[config.mk]
export PLATFORM = sky130hd
export DESIGN_NAME = muldiv_ctrl
export DESIGN_NICKNAME = d
export VERILOG_FILES = /design/src/rtl/muldiv_ctrl.sv
export SDC_FILE = /design/constraint.sdc
export NUM_CORES = 1
export LEC_CHECK = 0
export BUFFER_PORTS_ARGS = -buffer_cell sky130_fd_sc_hd__buf_4
export CORE_ASPECT_RATIO = 0.9
export CORE_MARGIN = 2
export CORE_UTILIZATION = 30
export DETAILED_ROUTE_END_ITERATION = 12
export PLACE_DENSITY = 0.44
export SLEW_MARGIN = 10
export SYNTH_ARGS = -nofsm -noshare
export SYNTH_HDL_FRONTEND = slang
export SYNTH_SLANG_ARGS = --single-unit
[constraint.sdc]
create_clock -name clock_i -period 5.8 [get_ports clock_i]
set_input_delay 0.87 -clock clock_i [delete_from_list [all_inputs] [get_ports clock_i]]
set_output_delay 0.87 -clock clock_i [all_outputs]
set_load 0.005 [all_outputs]
[src/rtl/muldiv_ctrl.sv]
`default_nettype none
// ============================================================================
// Module   : muldiv_ctrl
// Brief    : Iterative MULT/MULTU/DIV/DIVU sequencer owning HI/LO; optional
//            single-cycle multiply when MULDIV_FAST_MULT_EN is defined.
// Revision : 1.0
// ============================================================================
module muldiv_ctrl #(
   parameter int NB_DATA = 32,
   parameter int NB_CNT  = 6
) (
   input  logic               clock_i,
   input  logic               reset_n_i,
   input  logic               start_i,
   input  logic [1:0]         op_i,
   input  logic [NB_DATA-1:0] data_ra_i,
   input  logic [NB_DATA-1:0] data_rb_i,
   input  logic               wr_hi_i,
   input  logic               wr_lo_i,
   input  logic               rd_hilo_i,
   output logic               busy_o,
   output logic               stall_o,
   output logic               done_o,
   output logic [NB_DATA-1:0] hi_o,
   output logic [NB_DATA-1:0] lo_o
);

   localparam logic [1:0] c_IDLE = 2'd0;
   localparam logic [1:0] c_PREP = 2'd1;
   localparam logic [1:0] c_CALC = 2'd2;
   localparam logic [1:0] c_FIX  = 2'd3;

   localparam logic [NB_CNT-1:0] c_ITER = NB_CNT'(NB_DATA);
   localparam logic [NB_CNT-1:0] c_ONE  = NB_CNT'(1);

   logic [1:0]           r_state;
   logic [1:0]           w_next;
   logic                 w_busy;

   logic [1:0]           r_op;
   logic [NB_DATA-1:0]   r_ra;
   logic [NB_DATA-1:0]   r_rb;
   logic [NB_DATA-1:0]   r_opb;
   logic [2*NB_DATA-1:0] r_acc;
   logic [NB_CNT-1:0]    r_cnt;
   logic                 r_neg_q;
   logic                 r_neg_r;
   logic                 r_div0;
   logic                 r_done;
   logic [NB_DATA-1:0]   r_hi;
   logic [NB_DATA-1:0]   r_lo;

   logic                 w_is_div;
   logic                 w_is_signed;
   logic [NB_DATA-1:0]   w_abs_a;
   logic [NB_DATA-1:0]   w_abs_b;
   logic [NB_DATA:0]     w_shift;
   logic [NB_DATA:0]     w_alu_a;
   logic [NB_DATA:0]     w_alu_b;
   logic [NB_DATA:0]     w_alu;
   logic                 w_fit;
   logic [2*NB_DATA-1:0] w_acc_next;
   logic [2*NB_DATA-1:0] w_prod;
   logic [NB_DATA-1:0]   w_quo;
   logic [NB_DATA-1:0]   w_rem;
   logic [NB_DATA-1:0]   w_res_hi;
   logic [NB_DATA-1:0]   w_res_lo;

   assign w_is_div    = r_op[1];
   assign w_is_signed = ~r_op[0];
   assign w_abs_a     = (w_is_signed && r_ra[NB_DATA-1]) ? -r_ra : r_ra;
   assign w_abs_b     = (w_is_signed && r_rb[NB_DATA-1]) ? -r_rb : r_rb;

   // One adder serves both ops: add multiplicand for multiply, subtract divisor for divide.
   assign w_shift = {r_acc[2*NB_DATA-1:NB_DATA], r_acc[NB_DATA-1]};
   assign w_alu_a = w_is_div ? w_shift : {1'b0, r_acc[2*NB_DATA-1:NB_DATA]};
   assign w_alu_b = w_is_div ? ~{1'b0, r_opb}
                             : (r_acc[0] ? {1'b0, r_opb} : '0);
   assign w_alu   = w_alu_a + w_alu_b + {{NB_DATA{1'b0}}, w_is_div};
   assign w_fit   = ~w_alu[NB_DATA];

   always_comb begin
      w_acc_next = r_acc;
      if (w_is_div) begin
         w_acc_next = {(w_fit ? w_alu[NB_DATA-1:0] : w_shift[NB_DATA-1:0]),
                       r_acc[NB_DATA-2:0], w_fit};
      end else begin
         w_acc_next = {w_alu, r_acc[NB_DATA-1:1]};
      end
   end

`ifdef MULDIV_FAST_MULT_EN
   logic [2*NB_DATA-1:0] w_ext_a;
   logic [2*NB_DATA-1:0] w_ext_b;
   assign w_ext_a = {{NB_DATA{w_is_signed & r_ra[NB_DATA-1]}}, r_ra};
   assign w_ext_b = {{NB_DATA{w_is_signed & r_rb[NB_DATA-1]}}, r_rb};
   assign w_prod  = w_ext_a * w_ext_b;
`else
   assign w_prod  = r_neg_q ? -r_acc : r_acc;
`endif

   assign w_quo = r_acc[NB_DATA-1:0];
   assign w_rem = r_acc[2*NB_DATA-1:NB_DATA];

   always_comb begin
      w_res_hi = w_prod[2*NB_DATA-1:NB_DATA];
      w_res_lo = w_prod[NB_DATA-1:0];
      if (w_is_div) begin
         if (r_div0) begin
            w_res_hi = r_ra;
            w_res_lo = '1;
         end else begin
            w_res_hi = r_neg_r ? -w_rem : w_rem;
            w_res_lo = r_neg_q ? -w_quo : w_quo;
         end
      end
   end

   // State register
   always_ff @(posedge clock_i or negedge reset_n_i) begin
      if (!reset_n_i) begin
         r_state <= c_IDLE;
      end else begin
         r_state <= w_next;
      end
   end

   // Next-state logic
   always_comb begin
      w_next = r_state;
      case (r_state)
         c_IDLE: begin
            if (start_i) begin
`ifdef MULDIV_FAST_MULT_EN
               w_next = op_i[1] ? c_PREP : c_FIX;
`else
               w_next = c_PREP;
`endif
            end
         end
         c_PREP:  w_next = c_CALC;
         c_CALC:  w_next = (r_cnt == c_ONE) ? c_FIX : c_CALC;
         c_FIX:   w_next = c_IDLE;
         default: w_next = c_IDLE;
      endcase
   end

   // Output logic
   always_comb begin
      w_busy = (r_state != c_IDLE);
   end

   assign busy_o  = w_busy;
   assign stall_o = w_busy & (start_i | rd_hilo_i | wr_hi_i | wr_lo_i);
   assign done_o  = r_done;
   assign hi_o    = r_hi;
   assign lo_o    = r_lo;

   always_ff @(posedge clock_i or negedge reset_n_i) begin
      if (!reset_n_i) begin
         r_op    <= '0;
         r_ra    <= '0;
         r_rb    <= '0;
         r_opb   <= '0;
         r_acc   <= '0;
         r_cnt   <= '0;
         r_neg_q <= 1'b0;
         r_neg_r <= 1'b0;
         r_div0  <= 1'b0;
      end else begin
         case (r_state)
            c_IDLE: begin
               if (start_i) begin
                  r_op <= op_i;
                  r_ra <= data_ra_i;
                  r_rb <= data_rb_i;
               end
            end
            c_PREP: begin
               r_opb   <= w_abs_b;
               r_acc   <= {{NB_DATA{1'b0}}, w_abs_a};
               r_cnt   <= c_ITER;
               r_neg_q <= w_is_signed & (r_ra[NB_DATA-1] ^ r_rb[NB_DATA-1]);
               r_neg_r <= w_is_signed & r_ra[NB_DATA-1];
               r_div0  <= (r_rb == '0);
            end
            c_CALC: begin
               r_acc <= w_acc_next;
               r_cnt <= r_cnt - c_ONE;
            end
            default: ;
         endcase
      end
   end

   // HI/LO change only on FIX or an idle-state MTHI/MTLO; start pre-empts the write.
   always_ff @(posedge clock_i or negedge reset_n_i) begin
      if (!reset_n_i) begin
         r_hi   <= '0;
         r_lo   <= '0;
         r_done <= 1'b0;
      end else begin
         r_done <= (r_state == c_FIX);
         if (r_state == c_FIX) begin
            r_hi <= w_res_hi;
            r_lo <= w_res_lo;
         end else if (r_state == c_IDLE && !start_i) begin
            if (wr_hi_i) r_hi <= data_ra_i;
            if (wr_lo_i) r_lo <= data_ra_i;
         end
      end
   end

endmodule
`default_nettype wire

==> results.sh, run 1 <==
export IMPL_num_rows=82
export IMPL_root_buffer="clkbuf_16"
export IMPL_placeableCoreArea_um2=55900
export IMPL_fmax_ghz=0.225
export IMPL_drt_antenna_violating_nets=0
export IMPL_path_type_of_the_worst_setup_path="register to register"
export IMPL_gpl_final_weighted_congestion=0.853
export IMPL_peak_vdd_ir_mv=0.308
export IMPL_drc=0
export IMPL_num_nets_final=2123
export IMPL_worstSetupStartpoint="r_op[1]"
export IMPL_synth_seq_area_share_pct=35.0
export IMPL_cp_data_arrival_time_ns=4.90
export IMPL_layout_common_cells="nand2_1, dfrtp_1, buf_4, o21ai_0, nor2_1"
export IMPL_synth_top_flop_cell="dfrtp_1"
export IMPL_crit_start_category="register"
export IMPL_worst_path_dominant_cell_family="compound AO/OA/AOI/OAI gates"
export IMPL_grt_use_total_pct=18.6
export IMPL_timing_critical_path_fanout_max=47
export IMPL_drv_cap=0
export IMPL_cts_buffers=30
export IMPL_design_portCount=139
export IMPL_final_worst_path_period_share_pct=76.5
export IMPL_p_per_area_nw_per_um2=673
export IMPL_diodes=0
export IMPL_routed_via_density=5.24
export IMPL_die_height_um=230
export IMPL_worstPathCellList="buf_4 > o21ai_0 > fa_1 > inv_1 > fa_1 > nand2b_1 > a21o_1 > a311o_1 > a21oi_1 > a31o_1 > xor2_1 > buf_4 > mux2_2 > mux2i_1 > o2bb2ai_1"
export IMPL_drtPass1Iterations=5
export IMPL_final_core_utilization_pct=35.1
export IMPL_final_hold_viol_count=0
export IMPL_clock_path_buffers=3
export IMPL_post_route_cells_drive_above_1_share_pct=16.8
export IMPL_die_w_um=255
export IMPL_io_buffer_count=138
export IMPL_floorplan_die_area_um2=58700
export IMPL_grt_setup_unrepaired="false"
export IMPL_first_iter_violations=970
export IMPL_worst_pin_slew_ns=1.27
export IMPL_ys_types=76
export IMPL_first_global_vias=14400
export IMPL_syn2layout_area_growth_pct=15.4
export IMPL_cts_hold_buffers_added=0
export IMPL_post_cts_repair_setup_buffers=0
export IMPL_cts_sink_count=238
export IMPL_start_util_pct=30.4
export IMPL_avgSynthCellArea_um2=8.65
export IMPL_power_leakage_uw=0.00853
export IMPL_htreeDepth=1
export IMPL_place_hpwl_um=40500
export IMPL_cts_resized=0
export IMPL_antenna_violations_before_repair=0
export IMPL_route_final_wire_length_um=55300
export IMPL_syn_cell_area_um2=17000
export IMPL_grt_overflow_total=0
export IMPL_cp_end_kind="register"
export IMPL_routed_via_count=14600
export IMPL_wire_per_inst_um=19.8
export IMPL_grt_pass1_wl_um=86800
export IMPL_path_clk_slew_ns=0.07
export IMPL_worst_clock_skew_ns=0.0268
export IMPL_syn_nets=2084
export IMPL_report_final_setup_viol=0
export IMPL_sum_of_buffers_and_inverters_on_the_critical_path=3
export IMPL_timing_rr_start="r_op[1]"
export IMPL_filler_cell_count=5812
export IMPL_final_max_slew_violation_count=0
export IMPL_synth_cells=1967
export IMPL_fin_tns_setup_ns=0
export IMPL_ys_async_sr_fraction_pct=100
export IMPL_status="complete, no violations"
export IMPL_grt_max_degree=104
export IMPL_required_ns=6.26
export IMPL_seq_cells_post_synth=238
export IMPL_crit_path_slowest_cell="dfrtp_4"
export IMPL_yosys_warnings=0
export IMPL_tritoncts_clock_tree="done"
export IMPL_worstHoldPathType="input port to asynchronous set/reset pin"
export IMPL_synth_edf_count=0
export IMPL_critical_path_max_stage_delay_ns=0.51
export IMPL_final_period_minus_worst_setup_slack_ns=4.44
export IMPL_slew_headroom_pct=14.9
export IMPL_clock_insertion_delay_worst_skew_ns=0.61
==> cell families after synthesis <==
group | share of synthesized area, %
buffers and inverters | 4.76
adder cells (fa/ha/maj) | 3.40
multiplexers | 12.4
AO/OA/AOI/OAI | 21.0
AND/OR/NAND/NOR | 14.6
XOR/XNOR | 8.80
flip-flops | 35.0
==> synth_stat cells, types with 19 or more instances <==
library cell | instances | share of area, %
a21o_1 | 28 | 1.2
a21oi_1 | 127 | 3.7
a221oi_1 | 19 | 0.98
a22oi_1 | 33 | 1.5
clkbuf_1 | 133 | 2.9
dfrtp_1 | 238 | 35
ha_1 | 43 | 3.2
inv_1 | 53 | 1.2
mux2_2 | 104 | 6.9
mux2i_1 | 93 | 5.5
nand2_1 | 239 | 5.3
nor2_1 | 139 | 3.1
nor3_1 | 23 | 0.68
o211ai_1 | 49 | 2.2
o21ai_0 | 145 | 4.3
o21ai_1 | 31 | 0.91
o31ai_1 | 19 | 0.84
or3_1 | 25 | 0.92
xnor2_1 | 94 | 4.8
xor2_1 | 77 | 4.0
==> final timing paths <==
path	depth (start not counted)	slack (ns)	to
max	15	1.36	r_acc[50]
min	1	0.23	lo_o[7]
max reg2reg	15	1.36	r_acc[50]
min reg2reg	1	0.50	r_cnt[5]
max in group asynchronous	2	4.28	r_rb[23]
min in group clock_i	2	0.50	r_op[0]
==> final cells by class <==
cell class                      count  area [µm²]  share of cell area, %
Timing Repair Buffer              163        1240                   6.33
Multi-Input combinational cell   1519       10300                   52.3
Clock buffer                       46         901                   4.59
Clock inverter                      9         105                  0.535
Inverter                           54         203                   1.03
Tap cell                          756         946                   4.82
Sequential cell                   238        5960                   30.3
==> routing by layer <==
metal	up-vias	track usage, %	share of wire (%)
li1	7137	-	-
met1	7098	27.4	49
met2	299	29.7	45
met3	55	2.04	4.1
met4	0	2.96	1.5
met5	-	0	0
==> state kept, by name, indices dropped and copies added (netlist names) <==
| signal | cells |
|---|---|
| r_acc | 64 |
| hi_o | 32 |
| lo_o | 32 |
| r_opb | 32 |
| r_ra | 32 |
| r_rb | 32 |
| r_cnt | 6 |
| r_op | 2 |
| r_state | 2 |
| done_o | 1 |
| r_div0 | 1 |
| r_neg_q | 1 |
| r_neg_r | 1 |
==> where the power goes <==
part / total, µW / switching [µW] / internal [µW]
clock: 1930 / 818 / 1110
combinational: 7690 / 4460 / 3230
sequential: 3590 / 1100 / 2500
==> per-stage QoR <==
step | power (µW) | std cells | instance area (µm²) | setup slack (ns) | hold WS [ns]
after detailed placement | 11300 | 2730 | 18600 | 1.34 | 0.486
final | 13200 | 2785 | 19600 | 1.36 | 0.227
after global placement | 11200 | 2730 | 18600 | 1.41 | 0.467
after floorplan | 8870 | 1967 | 17000 | 0.952 | 0.444
after CTS | 13300 | 2785 | 19600 | 1.32 | 0.246
after global routing | 14400 | 2785 | 19600 | 1.03 | 0.247
Note: power is estimated with default switching activity, not from simulation.
==> inputs of run 2 (changes only) <==
==> constraint.sdc (replaced) <==
create_clock -name clock_i -period 4.35 [get_ports clock_i]
set_input_delay 0.6525 -clock clock_i [delete_from_list [all_inputs] [get_ports clock_i]]
set_output_delay 0.6525 -clock clock_i [all_outputs]
set_load 0.005 [all_outputs]
==> run 2 against run 1 <==
Cell area rose by 1.1%. Clock skew is 0.0067 ns higher. Flip-flop and latch count unchanged.
==> results.sh, run 2 (same netlist as run 1, synthesis figures left out) <==
export IMPL_worst_pin_slew_ns=1.13
export IMPL_final_max_slew_violation_count=0
export IMPL_largest_register_ff_count=64
export IMPL_path_clk_slew_ns=0.06
export IMPL_worstPathCellList="buf_12 > nand2_1 > o21ai_0 > fa_1 > inv_1 > fa_1 > nand2b_1 > a21o_1 > a311o_1 > a21oi_1 > a31o_2 > xor2_2 > buf_4 > mux2i_1 > nor2_1 > a221o_1"
export IMPL_grt_pass1_wl_um=87500
export IMPL_first_iter_violations=824
export IMPL_postLayoutSetupSlackWorst_ns=0.381
export IMPL_routed_via_count=14700
export IMPL_seq_power_share_pct=27.0
export IMPL_htreeDepth=1
export IMPL_layout_common_cells="nand2_1, dfrtp_1, buf_4, o21ai_0, nor2_1"
export IMPL_final_hold_viol_count=0
export IMPL_antenna_violations_before_repair=0
export IMPL_placeableCoreArea_um2=55900
export IMPL_gpl_final_weighted_congestion=0.882
export IMPL_registers_top_by_ff_count="r_acc"
export IMPL_status="complete, no violations"
export IMPL_cp_end_kind="register"
export IMPL_wire_per_inst_um=19.8
export IMPL_fmax_ghz=0.252
export IMPL_place_ws_ns=0.358
export IMPL_cts_buffers=30
export IMPL_crit_start_category="register"
export IMPL_peak_vdd_ir_mv=0.374
export IMPL_diodes=0
export IMPL_postPlaceCellArea_um2=18900
export IMPL_pwr_share_comb_pct=58.9
export IMPL_post_route_cells_drive_above_1_share_pct=18.0
export IMPL_final_worst_path_period_share_pct=91.2
export IMPL_final_period_minus_worst_setup_slack_ns=3.97
export IMPL_required_ns=4.81
export IMPL_drtPass1Iterations=5
export IMPL_share_clk_of_total_power_pct=14.2
export IMPL_worst_path_dominant_cell_family="compound AO/OA/AOI/OAI gates"
export IMPL_filler_cell_count=5779
export IMPL_report_final_setup_viol=0
export IMPL_grt_overflow_total=0
export IMPL_p_int_uw=9200
export IMPL_io_buffer_count=138
export IMPL_power_switching_uw=8490
export IMPL_die_w_um=255
export IMPL_worstHoldPathType="input port to asynchronous set/reset pin"
export IMPL_clock_path_buffers=3
export IMPL_post_cts_repair_setup_buffers=0
export IMPL_timing_critical_path_fanout_max=41
export IMPL_cp_data_arrival_time_ns=4.43
export IMPL_path_common_cell="fa_1"
export IMPL_grt_setup_unrepaired="false"
export IMPL_fin_area_um2=19900
export IMPL_syn2layout_area_growth_pct=16.7
export IMPL_critical_path_max_stage_delay_ns=0.51
export IMPL_routed_via_density=5.24
export IMPL_num_nets_final=2152
export IMPL_route_final_wire_length_um=55800
export IMPL_slew_headroom_pct=24.7
export IMPL_first_global_vias=14600
export IMPL_crit_path_slowest_cell="dfrtp_4"
export IMPL_place_hpwl_um=41700
export IMPL_p_per_area_nw_per_um2=890
export IMPL_die_height_um=230
export IMPL_path_type_of_the_worst_setup_path="register to register"
export IMPL_num_rows=82
export IMPL_drv_cap=0
export IMPL_power_leakage_uw=0.00868
export IMPL_tritoncts_clock_tree="done"
export IMPL_cts_sink_count=238
export IMPL_start_util_pct=30.4
export IMPL_floorplan_die_area_um2=58700
export IMPL_grt_max_degree=92
export IMPL_clock_insertion_delay_worst_skew_ns=0.61
export IMPL_drt_antenna_violating_nets=0
export IMPL_root_buffer="clkbuf_16"
export IMPL_drc=0
export IMPL_fin_tns_setup_ns=0
export IMPL_grt_use_total_pct=18.9
export IMPL_design_portCount=139
export IMPL_worst_clock_skew_ns=0.0335
export IMPL_switching_share_pct=48.0
export IMPL_sum_of_buffers_and_inverters_on_the_critical_path=3
## run 2: worst paths after layout
kind	slack, ns	from	cells past startpoint	end
worst max-delay path	0.38	r_op[1]	16	r_acc[60]
worst min-delay path	0.03	reset_n_i	1	r_acc[8]
worst max register to register	0.38	r_op[1]	16	r_acc[60]
worst min register to register	0.49	r_cnt[5]	1	r_cnt[5]
max in group asynchronous	3.25	reset_n_i	2	r_rb[26]
min in group clock_i	0.29	op_i[0]	2	r_op[0]
## run 2: through the flow
| stage | total power, µW | std cells | util (%) | hold WS, ns |
|---|---|---|---|---|
| 2_1_floorplan | 11800 | 1967 | - | 0.357 |
| 3_3_place_gp | 15100 | 2759 | 33.8 | 0.471 |
| 3_5_place_dp | 15200 | 2759 | 33.8 | 0.480 |
| 4_1_cts | 17800 | 2813 | 35.5 | 0.0910 |
| 5_1_grt | 19200 | 2813 | 35.5 | 0.0928 |
| 6_report | 17700 | 2813 | 35.5 | 0.0322 |
## run 2: layer usage
metal  global-route usage, %  up-vias  wire (µm)
met5                       0        -          0
met4                    5.08        0       1540
met3                    2.28       81       2400
met2                    29.8      347      24900
met1                    27.2     7093      26900
li1                        -     7206          -
## run 2: what timing repair did
action / CTS / global route
setup endpoints to repair: 0 / 1
gates resized for setup: 0 / 1
hold buffers: 0 / 0
## run 2: cell type report
type | instances | area [µm²] | area share [%]
Clock buffer | 46 | 891 | 4.49
Clock inverter | 8 | 92.6 | 0.466
Inverter | 54 | 203 | 1.02
Multi-Input combinational cell | 1519 | 10300 | 51.8
Sequential cell | 238 | 5960 | 30.0
Tap cell | 756 | 946 | 4.76
Timing Repair Buffer | 192 | 1470 | 7.42
## run 2: power groups by stage
stage	clock [µW]	combinational [µW]	sequential [µW]
after global routing	2680	11600	4960
after detailed placement	0	10400	4810
final	2500	10400	4770
after CTS	2600	10500	4770
after floorplan	0	7720	4120
after global placement	0	10400	4770
==> inputs of run 3 (changes only) <==
--- a/config.mk
+++ b/config.mk
@@ -5,12 +5,12 @@
 export SDC_FILE = /design/constraint.sdc
 export NUM_CORES = 1
 export LEC_CHECK = 0
-export BUFFER_PORTS_ARGS = -buffer_cell sky130_fd_sc_hd__buf_4
+export BUFFER_PORTS_ARGS = -buffer_cell sky130_fd_sc_hd__buf_2
 export CORE_ASPECT_RATIO = 0.9
 export CORE_MARGIN = 2
 export CORE_UTILIZATION = 30
 export DETAILED_ROUTE_END_ITERATION = 12
-export PLACE_DENSITY = 0.44
+export PLACE_DENSITY = 0.45
 export SLEW_MARGIN = 10
 export SYNTH_ARGS = -nofsm -noshare
 export SYNTH_HDL_FRONTEND = slang
==> constraint.sdc (replaced) <==
create_clock -name clock_i -period 3.6 [get_ports clock_i]
set_input_delay 0.54 -clock clock_i [delete_from_list [all_inputs] [get_ports clock_i]]
set_output_delay 0.54 -clock clock_i [all_outputs]
set_load 0.005 [all_outputs]
==> run 3 against run 2 <==
The flow now finishes with violations (negative setup slack). Combinational power up 38%. Cell count up 5.5%. Global-route usage up 0.75 points. Cell area up 6.0%. Clock skew down 0.0062 ns. Worst setup slack worse by 0.49 ns.
==> results.sh, run 3 (same netlist as run 1, synthesis figures left out) <==
export IMPL_gpl_final_weighted_congestion=0.862
export IMPL_fin_area_um2=21100
export IMPL_worstRegToRegCells=14
export IMPL_grt_pass1_wl_um=90700
export IMPL_final_worst_path_period_share_pct=103
export IMPL_power_switching_uw=10800
export IMPL_timing_critical_path_to="r_acc[61]"
export IMPL_required_ns=4.09
export IMPL_routed_via_count=15400
export IMPL_diodes=0
export IMPL_worstHoldPathType="input port to register"
export IMPL_grt_setup_unrepaired="true"
export IMPL_cts_buffers=30
export IMPL_place_hpwl_um=43900
export IMPL_worst_pin_slew_ns=1.12
export IMPL_fin_total_pwr_uw=23200
export IMPL_status="complete, but fails checks"
export IMPL_placeableCoreArea_um2=55900
export IMPL_syn2layout_area_growth_pct=23.7
export IMPL_report_final_setup_viol=2
export IMPL_registers_top_by_ff_count="r_acc"
export IMPL_layout_common_cells="nand2_1, dfrtp_1, buf_4, o21ai_0"
export IMPL_slew_headroom_pct=25.3
export IMPL_switching_share_pct=46.6
export IMPL_floorplan_die_area_um2=58700
export IMPL_fmax_ghz=0.270
export IMPL_num_rows=82
export IMPL_io_buffer_count=138
export IMPL_drc=0
export IMPL_crit_start_category="register"
export IMPL_grt_overflow_total=0
export IMPL_multi_input_area_um2=10500
export IMPL_clock_insertion_delay_worst_skew_ns=0.61
export IMPL_largest_register_ff_count=64
export IMPL_share_clk_of_total_power_pct=14.2
export IMPL_timing_critical_path_fanout_max=29
export IMPL_drtPass1Iterations=5
export IMPL_timing_rr_start="r_op[1]"
export IMPL_worstSetupStartpoint="r_op[1]"
export IMPL_postLayoutSetupSlackWorst_ns=-0.107
export IMPL_p_int_uw=12400
export IMPL_filler_cell_count=5807
export IMPL_die_w_um=255
export IMPL_first_iter_violations=817
export IMPL_die_height_um=230
export IMPL_layout_area_seq_um2=5960
export IMPL_final_max_slew_violation_count=0
export IMPL_regToRegEndpoint="r_acc[61]"
export IMPL_p_per_area_nw_per_um2=1100
export IMPL_pwr_share_comb_pct=61.7
export IMPL_path_clk_slew_ns=0.06
export IMPL_post_route_cells_drive_above_1_share_pct=25.1
export IMPL_grt_max_degree=93
export IMPL_final_hold_viol_count=0
export IMPL_cp_data_arrival_time_ns=4.19
export IMPL_antenna_violations_before_repair=2
export IMPL_drt_antenna_violating_nets=0
export IMPL_first_global_vias=15300
export IMPL_rrSetupSlack_ns=-0.11
export IMPL_htreeDepth=1
export IMPL_tritoncts_clock_tree="done"
export IMPL_final_period_minus_worst_setup_slack_ns=3.71
export IMPL_num_nets_final=2306
export IMPL_cts_sink_count=238
export IMPL_violations_in_the_final_reports="negative setup slack"
export IMPL_clock_path_buffers=3
export IMPL_worst_clock_skew_ns=0.0273
export IMPL_power_leakage_uw=0.00943
export IMPL_peak_vdd_ir_mv=0.631
export IMPL_design_portCount=139
export IMPL_seq_power_share_pct=24.1
export IMPL_grt_use_total_pct=19.6
export IMPL_wire_per_inst_um=19.6
export IMPL_cp_end_kind="register"
export IMPL_postPlaceCellArea_um2=19800
export IMPL_path_type_of_the_worst_setup_path="register to register"
export IMPL_route_final_wire_length_um=58200
export IMPL_root_buffer="clkbuf_16"
export IMPL_drv_cap=0
export IMPL_start_util_pct=30.4
export IMPL_fin_worst_hold_slack_ns=0.173
export IMPL_routed_via_density=5.18
==> run 3: changes by cell type in the layout (fill, tap and decap cells not counted), sizes merged <==
| cell | previous run | this run |
|---|---|---|
| buf | 192 | 344 |
| bufinv | 1 | 5 |
| clkbuf | 46 | 44 |
| clkinv | 8 | 6 |
| clkinvlp | 1 | 2 |
| dlygate4sd3 | 0 | 1 |
==> run 3: area by class of cell <==
type | count | share of cell area, %
tap | 756 | 4.49
clock inverter | 11 | 1.00
clock buffer | 43 | 4.03
multi-input combinational | 1519 | 49.8
sequential | 238 | 28.3
inverter | 54 | 0.980
timing repair buffer | 346 | 11.4
==> run 3: how the worst min path moves through the flow <==
stage	startpoint	to	slack, ns	depth (start not counted)
3_3_place_gp	r_cnt[5]	r_cnt[5]	0.47	1
3_5_place_dp	r_cnt[5]	r_cnt[5]	0.48	1
2_1_floorplan	reset_n_i	done_o	0.24	0
5_1_grt	data_rb_i[29]	r_rb[29]	0.16	2
4_1_cts	data_rb_i[14]	r_rb[14]	0.15	2
6_report	data_rb_i[28]	r_rb[28]	0.17	2
==> run 3: power groups by stage <==
| stage | logic, µW | registers (µW) | clock network [µW] |
|---|---|---|---|
| after floorplan | 9480 | 4980 | 0 |
| final | 14300 | 5590 | 3280 |
| after detailed placement | 14100 | 5600 | 0 |
| after global placement | 13900 | 5570 | 0 |
| after CTS | 14200 | 5570 | 3390 |
| after global routing | 15900 | 5800 | 3490 |
==> run 3: metal layers <==
metal / vias up / GRT usage (%) / wire [µm]
li1: 7520 / - / -
met1: 7476 / 28.2 / 28300
met2: 317 / 32.0 / 26800
met3: 56 / 1.94 / 2110
met4: 0 / 3.71 / 1020
met5: - / 0 / 0
==> run 3: through the flow <==
step | utilization [%] | setup TNS (ns) | cells | worst slack (ns)
2_1_floorplan | - | -0.733 | 1967 | -0.0946
3_3_place_gp | 35.3 | -2.16 | 2905 | -0.211
3_5_place_dp | 35.3 | -2.99 | 2905 | -0.179
4_1_cts | 37.4 | -0.0852 | 2961 | -0.0663
5_1_grt | 37.7 | -4.02 | 2967 | -0.224
6_report | 37.7 | -0.143 | 2967 | -0.107
==> run 3: what timing repair did <==
| action | 4_1_cts | 5_1_grt |
|---|---|---|
| endpoints found under the hold margin | 6 | 0 |
| pin swaps | 1 | 7 |
| resized for setup | 14 | 25 |
| setup buffers | 1 | 4 |
| gates cloned | 0 | 2 |
| endpoints found under the setup margin | 35 | 44 |
| hold buffers | 1 | 0 |
==> run 3: critical path, cell delays in order (launching register included) <==
cell	delay (ns)
dfrtp_4	0.52
clkinvlp_4	0.17
buf_12	0.19
o21ai_1	0.24
ha_1	0.29
or3_1	0.37
a21oi_1	0.15
a41oi_1	0.06
buf_4	0.17
a21o_1	0.17
a221o_1	0.38
a31oi_1	0.20
xnor2_1	0.14
a221o_1	0.34
a41o_1	0.20
